$ cat config.mk
export PLATFORM = sky130hd
export DESIGN_NAME = q_max_finder
export DESIGN_NICKNAME = d
export VERILOG_FILES = /design/src/rtl/qlearn_pkg.sv /design/src/rtl/q_max_acc.sv /design/src/rtl/q_max_finder.sv
export SDC_FILE = /design/constraint.sdc
export NUM_CORES = 1
export LEC_CHECK = 0
export CAP_MARGIN = 40
export CORE_MARGIN = 2
export CORE_UTILIZATION = 38
export CTS_CLUSTER_DIAMETER = 60
export DETAILED_ROUTE_END_ITERATION = 7
export PLACE_DENSITY = 0.75
export SLEW_MARGIN = 40
export SYNTH_ARGS = -nofsm -noshare
export SYNTH_HDL_FRONTEND = slang
export SYNTH_SLANG_ARGS = --single-unit
$ cat constraint.sdc
create_clock -name clk -period 2.5 [get_ports clk]
set_clock_uncertainty 0.05 [all_clocks]
set_input_delay 0.5 -clock clk [delete_from_list [all_inputs] [get_ports clk]]
set_output_delay 0.5 -clock clk [all_outputs]
set_load 0.01 [all_outputs]
$ cat src/rtl/qlearn_pkg.sv
// Shared Q-learning datapath types: widths, Q value type, max-finder FSM states
// and the Q-table address builder.
package qlearn_pkg;

   localparam int unsigned Q_W     = 16;
   localparam int unsigned STATE_W = 4;

   typedef logic signed [Q_W-1:0] q_t;

   typedef enum logic [1:0] {
      IDLE,
      READ,
      LAST,
      HOLD
   } qmax_state_t;

   // Q-table address is {state, action}; act_w is the action field width.
   function automatic logic [31:0] q_addr(input logic [31:0] state,
                                          input logic [31:0] action,
                                          input int unsigned act_w);
      return (state << act_w) | action;
   endfunction

endpackage

$ cat src/rtl/q_max_acc.sv
// Registered signed-max accumulator: load takes the first value, later values
// replace it only when strictly greater (ties keep the earlier index).
// With QMAX_ARGMAX_EN defined it also tracks the index of the winning entry.
module q_max_acc #(
   parameter int unsigned Q_W = 16
`ifdef QMAX_ARGMAX_EN
   ,parameter int unsigned ACT_W = 2
`endif
) (
   input  logic                  clk,
   input  logic                  rst,
   input  logic                  load,
   input  logic                  vld,
   input  logic signed [Q_W-1:0] din,
`ifdef QMAX_ARGMAX_EN
   input  logic [ACT_W-1:0]      idx_in,
   output logic [ACT_W-1:0]      idx_c,
`endif
   output logic signed [Q_W-1:0] acc_c
);

   logic signed [Q_W-1:0] acc;
   logic                  take_c;

   always_comb take_c = vld && (load || (din > acc));
   always_comb acc_c  = take_c ? din : acc;

   always_ff @(posedge clk) begin
      if (rst) acc <= '0;
      else     acc <= acc_c;
   end

`ifdef QMAX_ARGMAX_EN
   logic [ACT_W-1:0] idx;

   always_comb idx_c = take_c ? idx_in : idx;

   always_ff @(posedge clk) begin
      if (rst) idx <= '0;
      else     idx <= idx_c;
   end
`endif

endmodule

$ cat src/rtl/q_max_finder.sv
// Reads one Q-table row (one action per cycle) and presents its signed maximum
// over a valid/ready handshake. QMAX_ARGMAX_EN adds the best_action output.
module q_max_finder #(
   parameter int unsigned N_ACTIONS = 4,
   parameter int unsigned STATE_W   = qlearn_pkg::STATE_W,
   parameter int unsigned Q_W       = qlearn_pkg::Q_W
) (
   input  logic                                   clk,
   input  logic                                   rst,
   input  logic                                   start,
   input  logic [STATE_W-1:0]                     state_in,
   output logic                                   busy,
   output logic                                   mem_en,
   output logic [STATE_W+$clog2(N_ACTIONS)-1:0]   mem_addr,
   input  logic [Q_W-1:0]                         mem_rdata,
   output logic [Q_W-1:0]                         max_q,
   output logic                                   max_valid,
   input  logic                                   max_ready
`ifdef QMAX_ARGMAX_EN
   ,output logic [$clog2(N_ACTIONS)-1:0]          best_action
`endif
);
   import qlearn_pkg::*;

   localparam int unsigned ACT_W  = $clog2(N_ACTIONS);
   localparam int unsigned ADDR_W = STATE_W + ACT_W;
   localparam logic [ACT_W-1:0] CNT_LAST = ACT_W'(N_ACTIONS - 1);

   qmax_state_t          state, state_nxt;
   logic [ACT_W-1:0]     cnt, cnt_nxt;
   logic [STATE_W-1:0]   state_lat, lat_nxt;
   logic                 en_nxt, busy_nxt, valid_nxt;
   logic [ADDR_W-1:0]    addr_nxt;
   logic [Q_W-1:0]       q_nxt;
   logic                 rvalid;
   logic [ACT_W-1:0]     rcnt;
   logic signed [Q_W-1:0] acc_c;
`ifdef QMAX_ARGMAX_EN
   logic [ACT_W-1:0]     idx_c, best_nxt;
`endif

   // rcnt is the action index of the RAM word returning this cycle.
   always_ff @(posedge clk) begin
      if (rst) begin
         rvalid <= 1'b0;
         rcnt   <= '0;
      end else begin
         rvalid <= mem_en;
         if (mem_en) rcnt <= cnt;
      end
   end

   q_max_acc #(
      .Q_W   (Q_W)
`ifdef QMAX_ARGMAX_EN
      ,.ACT_W(ACT_W)
`endif
   ) u_acc (
      .clk    (clk),
      .rst    (rst),
      .load   (rcnt == '0),
      .vld    (rvalid),
      .din    (mem_rdata),
`ifdef QMAX_ARGMAX_EN
      .idx_in (rcnt),
      .idx_c  (idx_c),
`endif
      .acc_c  (acc_c)
   );

   always_ff @(posedge clk) begin
      if (rst) begin
         state     <= IDLE;
         cnt       <= '0;
         state_lat <= '0;
         mem_en    <= 1'b0;
         mem_addr  <= '0;
         busy      <= 1'b0;
         max_q     <= '0;
         max_valid <= 1'b0;
`ifdef QMAX_ARGMAX_EN
         best_action <= '0;
`endif
      end else begin
         state     <= state_nxt;
         cnt       <= cnt_nxt;
         state_lat <= lat_nxt;
         mem_en    <= en_nxt;
         mem_addr  <= addr_nxt;
         busy      <= busy_nxt;
         max_q     <= q_nxt;
         max_valid <= valid_nxt;
`ifdef QMAX_ARGMAX_EN
         best_action <= best_nxt;
`endif
      end
   end

   // Next-state and next registered-output values.
   always_comb begin
      state_nxt = state;
      cnt_nxt   = cnt;
      lat_nxt   = state_lat;
      en_nxt    = 1'b0;
      addr_nxt  = mem_addr;
      busy_nxt  = busy;
      q_nxt     = max_q;
      valid_nxt = max_valid;
`ifdef QMAX_ARGMAX_EN
      best_nxt  = best_action;
`endif
      case (state)
         IDLE: begin
            if (start) begin
               lat_nxt   = state_in;
               cnt_nxt   = '0;
               en_nxt    = 1'b1;
               addr_nxt  = ADDR_W'(q_addr(32'(state_in), 32'd0, ACT_W));
               busy_nxt  = 1'b1;
               state_nxt = READ;
            end
         end
         READ: begin
            if (cnt == CNT_LAST) begin
               state_nxt = LAST;
            end else begin
               cnt_nxt  = cnt + ACT_W'(1);
               en_nxt   = 1'b1;
               addr_nxt = ADDR_W'(q_addr(32'(state_lat), 32'(cnt_nxt), ACT_W));
            end
         end
         LAST: begin
            // Final RAM word is compared in this cycle via the accumulator bypass.
            q_nxt     = acc_c;
            valid_nxt = 1'b1;
`ifdef QMAX_ARGMAX_EN
            best_nxt  = idx_c;
`endif
            state_nxt = HOLD;
         end
         HOLD: begin
            if (max_ready) begin
               valid_nxt = 1'b0;
               busy_nxt  = 1'b0;
               state_nxt = IDLE;
            end
         end
         default: state_nxt = IDLE;
      endcase
   end

endmodule

==> out/qor.csv <==
stage,metric,value,unit
status,outcome,finished with violations,
status,failing checks,setup timing,
route,vias per cell,5.47,
synth,Synthesized Nets,325,
setup_path,CP Launch Point,u_acc.acc[9],
final_layout,"commonest non-fill, non-tap cells in the layout","41 x dfxtp_1, 32 x buf_4, 31 x clkdlybuf4s50_1",
power_and_ir_drop,PwrDens,858,nW/µm²
cts,htree depth,2,
setup_path,crit-path cells,"inv_2, ha_4, nand4_1, or4_4, o211a_4, and3_4, or4b_4, a311oi_2",
global_route,largest net degree at the start of global routing,51,
route,vias post-DR,2407,
cts,CTS max path bufs,2,
route,DRT Wirelength,7000,µm
power_and_ir_drop,VDD IR-drop max,0.000430,V
sta,hold_ws,0.415,ns
route,DRC,0,
final_layout,area delta synth->final,49.2,%
place,gp weighted congestion,0.775,
sta,RSZ-0062 raised after global routing,true,
setup_path,CP Launch Type,flip-flop,
global_route,gr usage total,0.189,
synth,ys async rst share,0,
synth,cell area after synthesis,2620,µm²
sta,FMAX,377,MHz
setup_path,reg2reg start,u_acc.acc[9],
sta,Slew @ Worst Pin,0.609,ns
synth,Most used DFF post-synth,dfxtp_1,
global_route,global route overflow,0,
place,Buffers on Ports,48,
synth,post-synth cell types,37,
sta,Max Slew Vio Count,0,
final_layout,layout filler cell count,547,
place,Detail Placement HPWL,4220,µm
floorplanning,Die H,87.0,µm
power_and_ir_drop,Static Leak,1.41,nW
sta,Rel. slew slack,0.594,
global_route,first-pass GRT wire length,11400,µm
floorplanning,row count,30,
cts,Num Clock Sinks,50,
setup_path,Worst Path Required,2.66,ns
floorplanning,DIE AREA,7570,µm²
final_layout,"commonest non-fill, non-tap cell in the layout",dfxtp_1,
floorplanning,num ports,49,
setup_path,CP Data Arrival Time,2.81,ns
job,max_cap viols,0,
setup_path,WS Path Type,flip-flop to flip-flop,
synth,syn_area_per_cell,9.35,µm²
setup_path,worst-path maximum fanout,7,
route,DRT Pass-1 Iters,4,
floorplanning,Starting Density,0.390,
synth,synthesized flop and latch total,50,
cts,"Clk pin slew, worst setup/hold paths",0.09,ns
cts,# hold bufs at CTS,0,
min_path,hold path start,state_lat[1],
setup_path,Critical Path Max Stage Delay,0.56,ns
floorplanning,Core Footprint,6720,µm²
sta,Final period util,1.06,
global_route,initial antenna violation count,0,
route,Antenna Violating Nets Remaining,0,
cts,CTS tree,built,
sta,final critical-path required period,2.65,ns
final_layout,final std cells w/o fill,440,
synth,"EDFF count, synth",0,
synth,Syn Inst Count,280,
cts,clk_lat worst skew,0.30,ns
synth,yosys warns,0,
final_layout,Nets,405,
route,drt initial violations,104,
synth,sequential share of the synthesized area,0.382,
cts,clock tree root buffer cell,clkbuf_8,
floorplanning,DIE WIDTH,87.0,µm
route,Avg WL per Cell,15.9,µm
final_layout,Final Core Density,0.581,
sta,post-route setup slack,-0.152,ns
sta,final hold vios,0,
final_layout,fraction of layout cells with a size suffix above 1,0.436,
final_layout,# diodes,0,
setup_path,Crit. End Element,flip-flop,
setup_path,register-to-register path setup slack,-0.15,ns
place,placed insts,417,
setup_path,"slowest stage cell, crit path",or4_4,
cts,CTS Buf Count,5,
global_route,number of global-route vias before repair,2388,
sta,"Setup violations, final",26,
min_path,Hold Path Class,flip-flop to flip-flop,
worst max-delay path, delay by kind of cell (launching register included):
family,cells,cell delay (ns)
flops,1,0.33
compound gates,2,0.44
simple gates,4,1.41
fa+ha+maj,1,0.27
buf+inv,1,0.05
power breakdown:
part	internal (W)	total (W)	switching [W]	leakage [nW]
registers	0.00101	0.00114	0.000127	0.413
logic	0.000886	0.00176	0.000876	0.956
clock network	0.000192	0.000448	0.000256	0.0373
area by class of cell:
type | instances | area, µm² | area share
well taps | 80 | 100 | 0.0256
multi-input cells | 188 | 1810 | 0.464
repair buffers | 94 | 822 | 0.210
flip-flops and latches | 50 | 1010 | 0.259
clock inverters | 1 | 7.51 | 0.00192
inverters | 21 | 78.8 | 0.0202
clock buffers | 6 | 72.6 | 0.0186
state kept, by name, summed over array words and instances, names as in the netlist:
name	cells
u_acc.acc	16
max_valid	1
rvalid	1
state_lat	4
max_q	16
busy	1
mem_en	1
mem_addr	6
rcnt	2
state	2
metal layers:
| metal | GRT usage | wire [µm] | vias to the layer above |
|---|---|---|---|
| li1 | - | - | 1193 |
| met1 | 0.241 | 3170 | 1157 |
| met2 | 0.328 | 3490 | 45 |
| met3 | 0.0284 | 207 | 12 |
| met4 | 0.0582 | 127 | 0 |
| met5 | 0 | 0 | - |
through the flow:
step	worst slack (ns)	instance area, µm²	setup TNS, ns	power [W]
global route	-0.187	3910	-3.41	0.00359
detailed placement	-0.849	3460	-23.21	0.00272
floorplan	-0.0995	2750	-1.05	0.00215
CTS	-0.124	3830	-0.912	0.00331
finish	-0.152	3910	-2.09	0.00335
global placement	-0.766	3460	-21.00	0.00267
what timing repair did:
action	in CTS	in global routing
setup endpoints to repair	32	32
gates resized for setup	110	12
cloned	5	0
setup buffers	8	3
pin swaps	38	22
Yosys cell counts, types with 2 or more instances:
cell type  count  area (µm²)
nand3_1        6        30.0
nand2_1       13        48.8
a311oi_1       3        26.3
o31ai_1       16         120
ha_1          21         263
nor2_1        26        97.6
buf_6          2        22.5
dfxtp_1       50        1000
or4_1          3        22.5
a21oi_1       31         155
inv_1         21        78.8
or4_4         13         146
and4_1         2        17.5
a21o_1         3        22.5
clkbuf_1      17        63.8
buf_1          2        7.51
nand4_1        2        12.5
nor2b_1        5        31.3
nand2b_1       3        18.8
a211oi_1       5        37.5
mux2i_1        7        70.1
a311oi_2      13         195
a221oi_1       2        17.5
cell families after synthesis:
family          Yosys count  share of synthesized area
compound gates           79                      0.239
simple gates             79                      0.181
flops                    50                      0.382
buf+inv                  44                     0.0707
fa+ha+maj                21                      0.100
mux                       7                     0.0268
final timing paths:
kind	cells past startpoint	endpoint
worst max-delay path	8	max_q[0]
worst min-delay path	2	state_lat[1]
worst max register to register	8	max_q[0]
worst min register to register	2	state_lat[1]
Note: power is estimated with default switching activity, not from simulation.
